<file path="src/rtl/sdram_byte_reader.sv">
// Streams a byte range read from SDRAM over a toggle req/ack port, big-endian, valid/ready out; SDRAM_BYTE_READER_PREFETCH_EN adds a second word buffer.
// Latency: first toggle 2 cycles after start, first byte 2 cycles after the word is acked; done 2 cycles after the last accept.
// Backpressure: out_do/out_valid hold until out_ready; a new word is only requested once the current one is consumed or prefetched.
module sdram_byte_reader #(
  parameter int ADDR_W = 21,
  parameter int LEN_W  = 23
) (
  input  logic              clk,
  input  logic              resetn,
  input  logic              start,
  input  logic [ADDR_W:0]   base,
  input  logic [LEN_W-1:0]  len,
  output logic              busy,
  output logic              done,
  output logic [ADDR_W:1]   mem_addr,
  output logic              mem_req,
  input  logic              mem_ack,
  input  logic [15:0]       mem_dout,
  output logic [7:0]        out_do,
  output logic              out_valid,
  input  logic              out_ready
);

  typedef enum logic [2:0] {S_IDLE, S_REQ, S_WAIT, S_DRAIN, S_FIN} state_t;

  state_t            state_q, state_d;
  logic [ADDR_W:0]   cur_q, cur_d;
  logic [LEN_W-1:0]  rem_q, rem_d;
  logic [15:0]       buf_q, buf_d;
  logic [ADDR_W:1]   mem_addr_q, mem_addr_d;
  logic              mem_req_q, mem_req_d;
  logic [7:0]        out_do_q, out_do_d;
  logic              out_valid_q, out_valid_d;
  logic              busy_q, busy_d;
  logic              done_q, done_d;
  logic              ack_match, accept;
  logic [ADDR_W:0]   cur_inc;
`ifdef SDRAM_BYTE_READER_PREFETCH_EN
  logic [15:0]       pf_buf_q, pf_buf_d;
  logic              pf_vld_q, pf_vld_d;
  logic              pf_pend_q, pf_pend_d;
  logic [15:0]       pf_word;
`endif

  assign ack_match = (mem_ack == mem_req_q);
  assign accept    = out_valid_q & out_ready;
  assign cur_inc   = cur_q + 1'b1;

  always_comb begin
    state_d     = state_q;
    cur_d       = cur_q;
    rem_d       = rem_q;
    buf_d       = buf_q;
    mem_addr_d  = mem_addr_q;
    mem_req_d   = mem_req_q;
    out_do_d    = out_do_q;
    out_valid_d = out_valid_q;
    done_d      = (state_q == S_FIN);
`ifdef SDRAM_BYTE_READER_PREFETCH_EN
    pf_buf_d    = pf_buf_q;
    pf_vld_d    = pf_vld_q;
    pf_pend_d   = pf_pend_q;
    pf_word     = pf_vld_q ? pf_buf_q : mem_dout;
`endif
    case (state_q)
      S_IDLE: begin
        if (start && ack_match) begin
          cur_d   = base;
          rem_d   = len;
          state_d = (len == '0) ? S_FIN : S_REQ;
        end
      end
      S_REQ: begin
        mem_addr_d = cur_q[ADDR_W:1];
        mem_req_d  = ~mem_req_q;
        state_d    = S_WAIT;
      end
      S_WAIT: begin
        if (ack_match) begin
          buf_d   = mem_dout;
          state_d = S_DRAIN;
`ifdef SDRAM_BYTE_READER_PREFETCH_EN
          pf_pend_d = 1'b0;
          // Prefetch only when bytes remain beyond this word, so the last word never over-reads.
          if (cur_q[0] ? (rem_q > LEN_W'(1)) : (rem_q > LEN_W'(2))) begin
            mem_addr_d = cur_q[ADDR_W:1] + 1'b1;
            mem_req_d  = ~mem_req_q;
            pf_pend_d  = 1'b1;
          end
`endif
        end
      end
      S_DRAIN: begin
`ifdef SDRAM_BYTE_READER_PREFETCH_EN
        if (pf_pend_q && ack_match) begin
          pf_buf_d  = mem_dout;
          pf_vld_d  = 1'b1;
          pf_pend_d = 1'b0;
        end
`endif
        if (!out_valid_q) begin
          out_do_d    = cur_q[0] ? buf_q[7:0] : buf_q[15:8];
          out_valid_d = 1'b1;
        end else if (accept) begin
          cur_d = cur_inc;
          rem_d = rem_q - 1'b1;
          if (rem_q == LEN_W'(1)) begin
            out_valid_d = 1'b0;
            state_d     = S_FIN;
          end else if (cur_q[0]) begin
`ifdef SDRAM_BYTE_READER_PREFETCH_EN
            // Word boundary: switch straight to the prefetched word, even if it arrives this cycle.
            if (pf_vld_q || (pf_pend_q && ack_match)) begin
              buf_d     = pf_word;
              out_do_d  = pf_word[15:8];
              pf_vld_d  = 1'b0;
              pf_pend_d = 1'b0;
              if (rem_q > LEN_W'(3)) begin
                mem_addr_d = cur_inc[ADDR_W:1] + 1'b1;
                mem_req_d  = ~mem_req_q;
                pf_pend_d  = 1'b1;
              end
            end else begin
              out_valid_d = 1'b0;
              state_d     = S_WAIT;
            end
`else
            out_valid_d = 1'b0;
            state_d     = S_REQ;
`endif
          end else begin
            out_do_d = buf_q[7:0];
          end
        end
      end
      S_FIN:   state_d = S_IDLE;
      default: state_d = S_IDLE;
    endcase
    busy_d = (state_d != S_IDLE);
  end

  always_ff @(posedge clk or negedge resetn) begin
    if (!resetn) begin
      state_q     <= S_IDLE;
      cur_q       <= '0;
      rem_q       <= '0;
      buf_q       <= '0;
      mem_addr_q  <= '0;
      mem_req_q   <= 1'b0;
      out_do_q    <= '0;
      out_valid_q <= 1'b0;
      busy_q      <= 1'b0;
      done_q      <= 1'b0;
`ifdef SDRAM_BYTE_READER_PREFETCH_EN
      pf_buf_q    <= '0;
      pf_vld_q    <= 1'b0;
      pf_pend_q   <= 1'b0;
`endif
    end else begin
      state_q     <= state_d;
      cur_q       <= cur_d;
      rem_q       <= rem_d;
      buf_q       <= buf_d;
      mem_addr_q  <= mem_addr_d;
      mem_req_q   <= mem_req_d;
      out_do_q    <= out_do_d;
      out_valid_q <= out_valid_d;
      busy_q      <= busy_d;
      done_q      <= done_d;
`ifdef SDRAM_BYTE_READER_PREFETCH_EN
      pf_buf_q    <= pf_buf_d;
      pf_vld_q    <= pf_vld_d;
      pf_pend_q   <= pf_pend_d;
`endif
    end
  end

  assign busy      = busy_q;
  assign done      = done_q;
  assign mem_addr  = mem_addr_q;
  assign mem_req   = mem_req_q;
  assign out_do    = out_do_q;
  assign out_valid = out_valid_q;

endmodule
</file>
<file path="config.mk">
export PLATFORM = sky130hd
export DESIGN_NAME = sdram_byte_reader
export DESIGN_NICKNAME = d
export VERILOG_FILES = /design/src/rtl/sdram_byte_reader.sv
export SDC_FILE = /design/constraint.sdc
export NUM_CORES = 1
export LEC_CHECK = 0
export BUFFER_PORTS_ARGS = -buffer_cell sky130_fd_sc_hd__buf_2
export CAP_MARGIN = 20
export CORE_MARGIN = 5
export CORE_UTILIZATION = 60
export DETAILED_ROUTE_END_ITERATION = 8
export MAX_ROUTING_LAYER = met4
export PLACE_DENSITY = 0.95
export RECOVER_POWER = 50
export SETUP_SLACK_MARGIN = 0.1
export SYNTH_ARGS = -nofsm -noshare
export SYNTH_HDL_FRONTEND = slang
export SYNTH_SLANG_ARGS = --single-unit
</file>
<file path="constraint.sdc">
create_clock -name clk -period 3.05 [get_ports clk]
set_clock_uncertainty 0.05 [all_clocks]
set_input_delay 0.305 -clock clk [delete_from_list [all_inputs] [get_ports clk]]
set_output_delay 0.305 -clock clk [all_outputs]
set_load 0.03 [all_outputs]
</file>
==> metrics.md <==
| Metric | Value |
|---|---|
| RR Endpoint | cur_q[14]$_DFFE_PN0P_ |
| Startpoint types | flop |
| Pin count of the biggest net entering global routing | 58 |
| Clock root cell | clkbuf_8 |
| Slew Limit Fails | 0 |
| Final setup viols | 0 |
| Worst-Margin Slew | between 1000 and 1500 ps |
| Routed Antenna Nets | 0 |
| Postcts setup bufs | 0 |
| Vias | about 4500 |
| RR Startpoint | cur_q[0]$_DFFE_PN0P_ |
| Die W | 101 um |
| Ranking of synthesized cells by area | dfrtp_1 48%, mux2_2 12%, a21oi_1 4.2%, nor2_1 3.1%, o21ai_0 2.5% |
| Number of port buffers | between 90 and 100 |
| Average size of a mapped cell | between 10 and 15 um2 |
| Final worst slack | between 500 and 600 ps |
| Dpl cell area | roughly 5600 um2 |
| # hold bufs at CTS | 1 |
| Sw frac | 46.2% |
| Fill cells | 585 |
| H-tree levels | 3 |
| Status | complete, no violations |
| CTS tree | yes |
| Commonest non-fill, non-tap cell in the layout | dfrtp_1 |
| Hold endpoint | buf_q[14]$_DFFE_PN0P_ |
| Mux cell area share after synthesis | about an eighth |
| Dpl ws | 764 ps |
| Global placement routability congestion | around 0.88 |
| Pwr Total | between 6000 and 7000 uW |
| Num rows | 33 |
| Main combinational cell family by area after synthesis | compound AO/OA/AOI/OAI gates |
| Worst min-delay path class | primary input to flop |
| Synth Area in Simple Gates | between 10% and 20% |
| Vias per std cell | between 6 and 7 |
| Core area | 8180 um2 |
| Peak VDD IR | around 0.67 mV |
| Most used DFF post-synth | dfrtp_1 |
| Int Power | 3400 uW |
| Power share of the sequential group | approximately two fifths |
| Clock Sinks | slightly below 100 |
| #FFs+latches synth | 97 |
| EDFF count, synth | 0 |
| Final instance area | ~5700 um2 |
| Post-synth top area cell | dfrtp_1 |
| Maximum fanout along the worst path | 9 |
| Switch Pwr | about 2900 uW |
| Fin Setup TNS | 0 ps |
| Async S/R FF share, synth | between 90% and 100% |
| Comb pwr share | between 40% and 50% |
| Max-slew headroom | 19.0% |
| Die area | 10300 um2 |
| Setup slack, reg-to-reg | between 500 and 600 ps |
| Synthesized cell area | around 5000 um2 |
| Leakage power | ~0.0024 uW |
| CTS buffer count | 9 |
| Nets | between 600 and 700 |
| Pwr/cell area | around 1100 nW/um2 |
| Sequential share of the synthesized area | around 48% |
| Drt pass-1 iters | 5 |
| Critical path class | flop to flop |
| Hold violation total from the final report | 0 |
| Area Growth Syn to Fin | 13.8% |
| Fraction of layout cells with a size suffix above 1 | 27.0% |
| Fraction of post-synthesis cell area in the top cell type by area | between 40% and 50% |
| First-pass GRT wire length | 20900 um |
| Initial antenna violation count | 0 |
| Total grt overflow | 0 |
| Synthesis Warnings | 0 |
| Synth Area in Adders | less than 1% |
| Worst hold path depth | 2 |
| CP Capture Type | flop |
| CTS Buffer Depth | 2 |
| Reg2Reg Depth | 6 |
| Synth Net Count | between 500 and 600 |
| Initial Util | roughly three fifths |
| Unrepaired setup endpoints after global routing | false |
| Post-cts sizing count | 0 |
| Clock Latency Late Sink | about 380 ps |
| HPWL Detailed | slightly above 9000 um |
| ANT cells | 0 |
| DRT iter0 DRCs | 446 |
| Compound-Gate Fraction of Synth Area | between 15 and 20% |
| Fmax | between 400 and 500 MHz |
| Vias in the first global route | 4243 |
| Wire length per cell | roughly 19 um |
| IO Pins | 99 |
| Clock transition at the registers of the reported paths | approximately 110 ps |
| Final min period | about 2500 ps |
| DRC errors left | 0 |
| Max-cap violations | 0 |
| GRT Util Overall | about 27% |
| Hold Startpoint | mem_dout[14] |
| Post-synth cell types | 57 |
| Fin util | 69.7% |
| Period utilization | 82.0% |
| DRT Wirelength | roughly 13000 um |
| Critical Path RT | 3270 ps |
| Syn Inst Count | slightly below 500 |
| Clk pwr share | roughly an eighth |
| Signal arrival time at the worst endpoint | between 2000 and 3000 ps |
| Most frequent cells in the layout | 97 x dfrtp_1, 64 x buf_2, 53 x mux2_2, 41 x nor2_1, 41 x a21oi_1 |
| Die H | slightly above 100 um |
| Post-synthesis xor/xnor area fraction | 0.525% |
-- worst max path at each step --
stage | start | endpoint | slack (ps) | cells past startpoint
after floorplan | rem_q[0]$_DFFE_PN0P_ | rem_q[8]$_DFFE_PN0P_ | 1040 | 7
after global placement | rem_q[0]$_DFFE_PN0P_ | rem_q[8]$_DFFE_PN0P_ | 930 | 6
after detailed placement | cur_q[0]$_DFFE_PN0P_ | cur_q[18]$_DFFE_PN0P_ | 760 | 6
after CTS | cur_q[0]$_DFFE_PN0P_ | cur_q[14]$_DFFE_PN0P_ | 610 | 6
after global routing | resetn | cur_q[7]$_DFFE_PN0P_ | 300 | 3
final | cur_q[0]$_DFFE_PN0P_ | cur_q[14]$_DFFE_PN0P_ | 550 | 6
-- final cells by class --
type / instances / area (um2) / share of cell area [%]
repair buffers: 105 / 494 / 8.67
flip-flops and latches: 97 / 2430 / 42.6
clock buffers: 9 / 124 / 2.17
clock inverters: 7 / 71.3 / 1.25
multi-input cells: 355 / 2430 / 42.7
inverters: 5 / 18.8 / 0.329
well taps: 105 / 131 / 2.31
-- worst max-delay path: stages, from the launching register on --
cell	delay, ps
dfrtp_1	520
ha_1	250
nand3_1	200
nor3_1	670
and2_1	310
a31oi_1	150
o22a_1	250
-- synth_stat cells, types with 2 or more instances --
master,count
xor2_1,2
mux2_2,53
a311oi_1,3
nor2_1,41
a21oi_1,42
mux2i_1,6
nor3_1,8
nor4_1,9
a41oi_1,3
o22a_1,11
or4_4,2
clkbuf_1,15
nor2b_1,2
buf_2,8
o22ai_1,12
and3_1,7
nand3_1,17
and2_1,5
a21o_1,2
nand2_1,33
a211oi_1,4
inv_1,5
buf_6,2
and4_1,2
nor3b_1,2
o211ai_1,3
a2bb2oi_1,5
nor4_2,3
o21ai_0,25
a31oi_1,8
or2_2,3
ha_1,3
nor3_2,2
dfrtp_1,97
o311a_1,2
buf_1,2
o32ai_1,3
nand4_1,11
o21a_1,4
-- power groups by stage --
stage                     Combinational [uW]  Sequential [uW]  Clock, uW
after floorplan                         2020             2680          0
after global placement                  2930             2370          0
after detailed placement                3060             2440          0
after CTS                               3080             2420        839
after global routing                    3290             2520        897
final                                   3030             2440        835
-- metal layers --
metal | GRT usage (%) | wire [um]
met1 | 34.4 | 5020
met2 | 42.8 | 6550
met3 | 4.06 | 1130
met4 | 10.7 | 361
met5 | - | 0
-- sequential cells by signal, summed over array words and instances, names as in the netlist --
name,flops
mem_req,1
out_valid,1
mem_addr,21
out_do,8
state_q,3
rem_q,23
done,1
cur_q,22
buf_q,16
busy,1
-- kinds of logic after synthesis --
logic type / Yosys count
AOI/OAI and AO/OA: 135
buffers and inverters: 33
and+or+nand+nor: 155
muxes: 59
DFF: 97
adders and majority gates: 3
xor gates and xnor gates: 3
-- stage by stage --
step | hold WS (ps) | std cells
5_1_grt | 85.8 | 683
3_5_place_dp | 316 | 666
2_1_floorplan | -40.6 | 485
4_1_cts | 89.6 | 683
3_3_place_gp | 306 | 666
6_report | 98.8 | 683
(Power assumes the default switching activity.)
